### src/rtl/pipe_stage_skid_if.sv
// pipe_stage_skid_if: valid/ready handshake bundle between a producer, a skid stage and a consumer
interface pipe_stage_skid_if #(
    parameter int WIDTH = 16
);
    logic             in_valid;
    logic [WIDTH-1:0] in_data;
    logic             in_ready;
    logic             out_valid;
    logic [WIDTH-1:0] out_data;
    logic             out_ready;
    logic             flush;
    logic [1:0]       occupancy;

    modport master (
        output in_valid, in_data, out_ready, flush,
        input  in_ready, out_valid, out_data, occupancy
    );

    modport slave (
        input  in_valid, in_data, out_ready, flush,
        output in_ready, out_valid, out_data, occupancy
    );
endinterface

### src/rtl/pipe_stage_skid.sv
// pipe_stage_skid: pipeline stage register with 2-entry skid buffer, flush and NOP bubbles
module pipe_stage_skid #(
    parameter int               WIDTH = 16,
    parameter logic [WIDTH-1:0] NOP   = WIDTH'(16'h0800)
) (
    input logic              clk,
    input logic              rst,
    pipe_stage_skid_if.slave bus
);
    localparam logic [1:0] EMPTY = 2'd0;
    localparam logic [1:0] ONE   = 2'd1;
    localparam logic [1:0] FULL  = 2'd2;

    logic [1:0]       state_q, state_d;
    logic [WIDTH-1:0] main_q, main_d;
    logic [WIDTH-1:0] skid_q, skid_d;
    logic             push, pop;

    // Ready and valid come straight from the state flop, so neither out_ready nor flush reaches in_ready
    assign bus.in_ready  = state_q != FULL;
    assign bus.out_valid = state_q != EMPTY;
    assign bus.out_data  = bus.out_valid ? main_q : NOP;
    assign bus.occupancy = state_q;
    assign push          = bus.in_valid & bus.in_ready;
    assign pop           = bus.out_valid & bus.out_ready;

    // Next-state and data steering; flush empties the stage but lets a same-cycle pop complete
    always_comb begin
        state_d = state_q;
        main_d  = main_q;
        skid_d  = skid_q;
        case (state_q)
            EMPTY: begin
                state_d = push ? ONE : EMPTY;
                main_d  = push ? bus.in_data : main_q;
            end
            ONE: begin
                state_d = (push & !pop) ? FULL : (!push & pop) ? EMPTY : ONE;
                main_d  = (push & pop) ? bus.in_data : main_q;
                skid_d  = (push & !pop) ? bus.in_data : skid_q;
            end
            FULL: begin
                state_d = pop ? ONE : FULL;
                main_d  = pop ? skid_q : main_q;
            end
            default: state_d = EMPTY;
        endcase
        if (bus.flush) state_d = EMPTY;
    end

    // State and payload registers, cleared asynchronously by the active-low reset
    always_ff @(posedge clk or negedge rst) begin
        if (!rst) begin
            state_q <= EMPTY;
            main_q  <= NOP;
            skid_q  <= NOP;
        end else begin
            state_q <= state_d;
            main_q  <= main_d;
            skid_q  <= skid_d;
        end
    end
endmodule
### src/flat_wrapper.sv
// flat-port wrapper written by rule: the top's interface ports become plain ports
module pipe_stage_skid_flat 
#(
    parameter int               WIDTH = 16,
    parameter logic [WIDTH-1:0] NOP   = WIDTH'(16'h0800)
)
  (clk, rst, bus_in_valid, bus_in_data, bus_out_ready, bus_flush, bus_in_ready, bus_out_valid, bus_out_data, bus_occupancy);
  pipe_stage_skid_if #(.WIDTH(WIDTH)) bus_i ();
  input logic clk;
  input logic rst;
  input wire logic [$bits(bus_i.in_valid)-1:0] bus_in_valid;
  input wire logic [$bits(bus_i.in_data)-1:0] bus_in_data;
  input wire logic [$bits(bus_i.out_ready)-1:0] bus_out_ready;
  input wire logic [$bits(bus_i.flush)-1:0] bus_flush;
  output wire logic [$bits(bus_i.in_ready)-1:0] bus_in_ready;
  output wire logic [$bits(bus_i.out_valid)-1:0] bus_out_valid;
  output wire logic [$bits(bus_i.out_data)-1:0] bus_out_data;
  output wire logic [$bits(bus_i.occupancy)-1:0] bus_occupancy;
  assign bus_i.in_valid = bus_in_valid;
  assign bus_i.in_data = bus_in_data;
  assign bus_i.out_ready = bus_out_ready;
  assign bus_i.flush = bus_flush;
  assign bus_in_ready = bus_i.in_ready;
  assign bus_out_valid = bus_i.out_valid;
  assign bus_out_data = bus_i.out_data;
  assign bus_occupancy = bus_i.occupancy;
  pipe_stage_skid #(.WIDTH(WIDTH), .NOP(NOP)) u_core (.clk(clk), .rst(rst), .bus(bus_i));
endmodule
### config.mk
export PLATFORM = sky130hd
export DESIGN_NAME = pipe_stage_skid_flat
export DESIGN_NICKNAME = d
export VERILOG_FILES = /design/src/rtl/pipe_stage_skid_if.sv /design/src/rtl/pipe_stage_skid.sv /design/src/flat_wrapper.sv
export SDC_FILE = /design/constraint.sdc
export NUM_CORES = 1
export LEC_CHECK = 0
export BUFFER_PORTS_ARGS = -buffer_cell sky130_fd_sc_hd__clkbuf_2
export CORE_AREA = 3 3 87 89
export CTS_CLUSTER_SIZE = 16
export DETAILED_ROUTE_END_ITERATION = 8
export DIE_AREA = 0 0 90 92
export GPL_TIMING_DRIVEN = 0
export HOLD_SLACK_MARGIN = 0.15
export PLACE_DENSITY = 0.48
export SYNTH_ARGS = -nofsm -noshare
export SYNTH_HDL_FRONTEND = slang
export SYNTH_SLANG_ARGS = --single-unit
### constraint.sdc
create_clock -name clk -period 4.4 [get_ports clk]
set_input_delay 1.1 -clock clk [delete_from_list [all_inputs] [get_ports clk]]
set_output_delay 1.1 -clock clk [all_outputs]
set_load 0.02 [all_outputs]
==> flow_summary.json <==
{
  "startpoint_type": "flop",
  "slew_violations": 0,
  "numnets_final": 189,
  "seq_area_frac_synth": 0.501,
  "vias_per_cell": 3.96,
  "grt_max_degree": 35,
  "htreeDepth": 2,
  "postSynthCellCount": 120,
  "postRouteAntennaNets": 0,
  "path_class": "flop to output port",
  "global_route.overflow_total": 0,
  "timing.hold.ws_ns": 0.497,
  "antenna_found_initial": 0,
  "place_hpwl_um": 2480,
  "antenna-diode-count": 0,
  "worstRegToRegCells": 8,
  "path_clk_slew_ns": 0.07,
  "reg2reg_to": "u_core.skid_q[4]$_DFFE_PN0P_",
  "clock_tree_from_tritoncts": "built",
  "design.die.area_um2": 8280,
  "r2r_start": "u_core.bus.occupancy[0]$_DFF_PN0_",
  "crit_start": "u_core.bus.occupancy[0]$_DFF_PN0_",
  "drt_iter0_drc": 32,
  "p_leak_nw": 0.960,
  "core_um2": 6830,
  "setup.reg_to_reg.worst_slack_ns": 1.59,
  "cts_buffer_depth": 2,
  "power.density_nw_per_um2": 426,
  "timing.clock.skew_ns": 0.00215,
  "post_cts_resize_count": 0,
  "hold_bufs_inserted_after_cts": 0,
  "initial_core_utilization": 0.249,
  "layout.filler_cells": 719,
  "boundaryPins": 41,
  "grt_first_pass_wirelength_um": 5810,
  "layout_worst_path_cycle_share": 0.734,
  "root_buffer": "clkbuf_8",
  "grt_setup_unrepaired": "no",
  "global_route.usage.total": 0.0915,
  "post_synth.cell_area_avg_um2": 14.2,
  "placement.io_buffers": 40,
  "drive_gt1_frac": 0.637,
  "path_max_fanout": 10,
  "syn_area_um2": 1700,
  "maxCapViolCount": 0,
  "synthToLayoutAreaGrowth_pct": 24.2,
  "min_path_type": "flop to flop",
  "worstSkewPairLatency_ns": 0.28,
  "critical_path.endpoint": "bus_out_data[11]",
  "ys_types": 21,
  "worst_pin_slew_ns": 0.879,
  "floorplan.die.width_um": 90,
  "grt_pass1_vias": 1137,
  "timing.final.hold_violations": 0,
  "max_freq_mhz": 310,
  "synth.net_count": 142,
  "firstDrtPassIters": 3,
  "setup_viol": 0,
  "finalWorstPathRequiredPeriod_ns": 3.23,
  "drc_errors": 0,
  "yosys_warnings": 0,
  "cts_buffers": 5,
  "numClockSinks": 34,
  "critPathCaptureType": "output port",
  "die_height_um": 92,
  "rows": 30,
  "vdd_ir_max_mv": 0.101,
  "critPathRequiredTime_ns": 3.30,
  "drt-wirelength-per-cell_um": 13.4,
  "routabilityCongestion": 0.646,
  "post-cts-setup-buffer-count": 0,
  "num_vias": 1046,
  "outcome": "finished, final reports clean",
  "totalNegativeSetupSlack_ns": 0,
  "postRouteWirelength_um": 3540,
  "number_of_synthesized_register_bits": 34,
  "cp_data_arrival_time_ns": 2.13,
  "slew_headroom": 0.414
}
## critical path, stage by stage (launching register included)
cell      delay, ns
dfrtp_1        0.46
nor2_1         0.54
clkbuf_1       0.49
or2_2          0.20
clkbuf_2       0.16
## per-stage QoR
step	instances	power, mW	instance area [um2]	utilization	setup WS (ns)
floorplan	120	0.608	1700	-	1.96
global route	264	0.965	2120	0.310	0.922
CTS	264	0.919	2120	0.310	1.07
finish	264	0.902	2120	0.310	1.17
detailed placement	256	0.677	2020	0.296	1.38
global placement	256	0.672	2020	0.296	1.38
## cells in the mapped netlist, drive strengths merged
cell type / instances / share of area
mux2: 49 / 0.35
dfrtp: 32 / 0.47
nor2b: 17 / 0.064
buf: 4 / 0.028
inv: 3 / 0.0066
clkbuf: 2 / 0.010
dfstp: 2 / 0.031
nand2b: 2 / 0.0073
nor2: 2 / 0.0044
a21oi: 1 / 0.0029
a22oi: 1 / 0.0044
a32o: 1 / 0.0066
ha: 1 / 0.0073
nand2: 1 / 0.0022
nand3: 1 / 0.0059
or2: 1 / 0.0037
## worst min path at each step
stage                                     to  slack (ns)                          start  depth (start not counted)
2_1_floorplan   u_core.main_q[0]$_DFFE_PN0P_        0.47   u_core.main_q[0]$_DFFE_PN0P_                          1
3_3_place_gp    u_core.skid_q[9]$_DFFE_PN0P_        0.48   u_core.skid_q[9]$_DFFE_PN0P_                          1
3_5_place_dp   u_core.main_q[13]$_DFFE_PN0P_        0.49  u_core.main_q[13]$_DFFE_PN0P_                          1
4_1_cts         u_core.main_q[4]$_DFFE_PN0P_        0.50   u_core.main_q[4]$_DFFE_PN0P_                          1
5_1_grt         u_core.main_q[4]$_DFFE_PN0P_        0.52   u_core.main_q[4]$_DFFE_PN0P_                          1
6_report        u_core.main_q[0]$_DFFE_PN0P_        0.50   u_core.main_q[0]$_DFFE_PN0P_                          1
## cell families after synthesis
kind of cell             Yosys count  share of synthesized area
multiplexers                      49                      0.346
AO/OA/AOI/OAI                      3                     0.0139
buffers and inverters              9                     0.0448
AND/OR/NAND/NOR                   24                     0.0874
adder cells (fa/ha/maj)            1                    0.00734
flip-flops                        34                      0.501
## layer usage
layer / track usage / up-vias / wire [um]
li1: - / 508 / -
met2: 0.145 / 26 / 1680
met5: 0 / - / 0
met3: 0.0279 / 5 / 139
met1: 0.116 / 507 / 1670
met4: 0.0383 / 0 / 52
## cells in the final DEF (no fill, tap or decap), types with 2 or more instances in the layout
cell type	instances
clkbuf_2	40
mux2_2	39
dfrtp_1	32
nor2b_1	16
mux2_4	10
clkbuf_8	7
inv_1	3
nor2_1	2
clkbuf_1	2
nand2b_1	2
buf_6	2
dfstp_2	2
## sequential cells by signal (all words and copies together), names as in the netlist
| name | count |
|---|---|
| u_core.main_q | 16 |
| u_core.bus.occupancy | 2 |
| u_core.skid_q | 16 |
## final cells by class
| type | instances | area [um2] | share of cell area |
|---|---|---|---|
| flip-flops and latches | 34 | 853 | 0.403 |
| plain buffers | 6 | 65.1 | 0.0308 |
| clock inverters | 1 | 5.00 | 0.00237 |
| repair buffers | 40 | 200 | 0.0946 |
| inverters | 3 | 11.3 | 0.00532 |
| multi-input cells | 77 | 774 | 0.366 |
| clock buffers | 7 | 86.3 | 0.0408 |
| well taps | 96 | 120 | 0.0568 |
## report_power, final
group	internal [mW]	leakage (nW)	switching, mW
Sequential	0.399	0.401	0.0356
Combinational	0.132	0.511	0.0993
Clock	0.126	0.0482	0.110
Total	0.657	0.960	0.245
(Power assumes the default switching activity.)
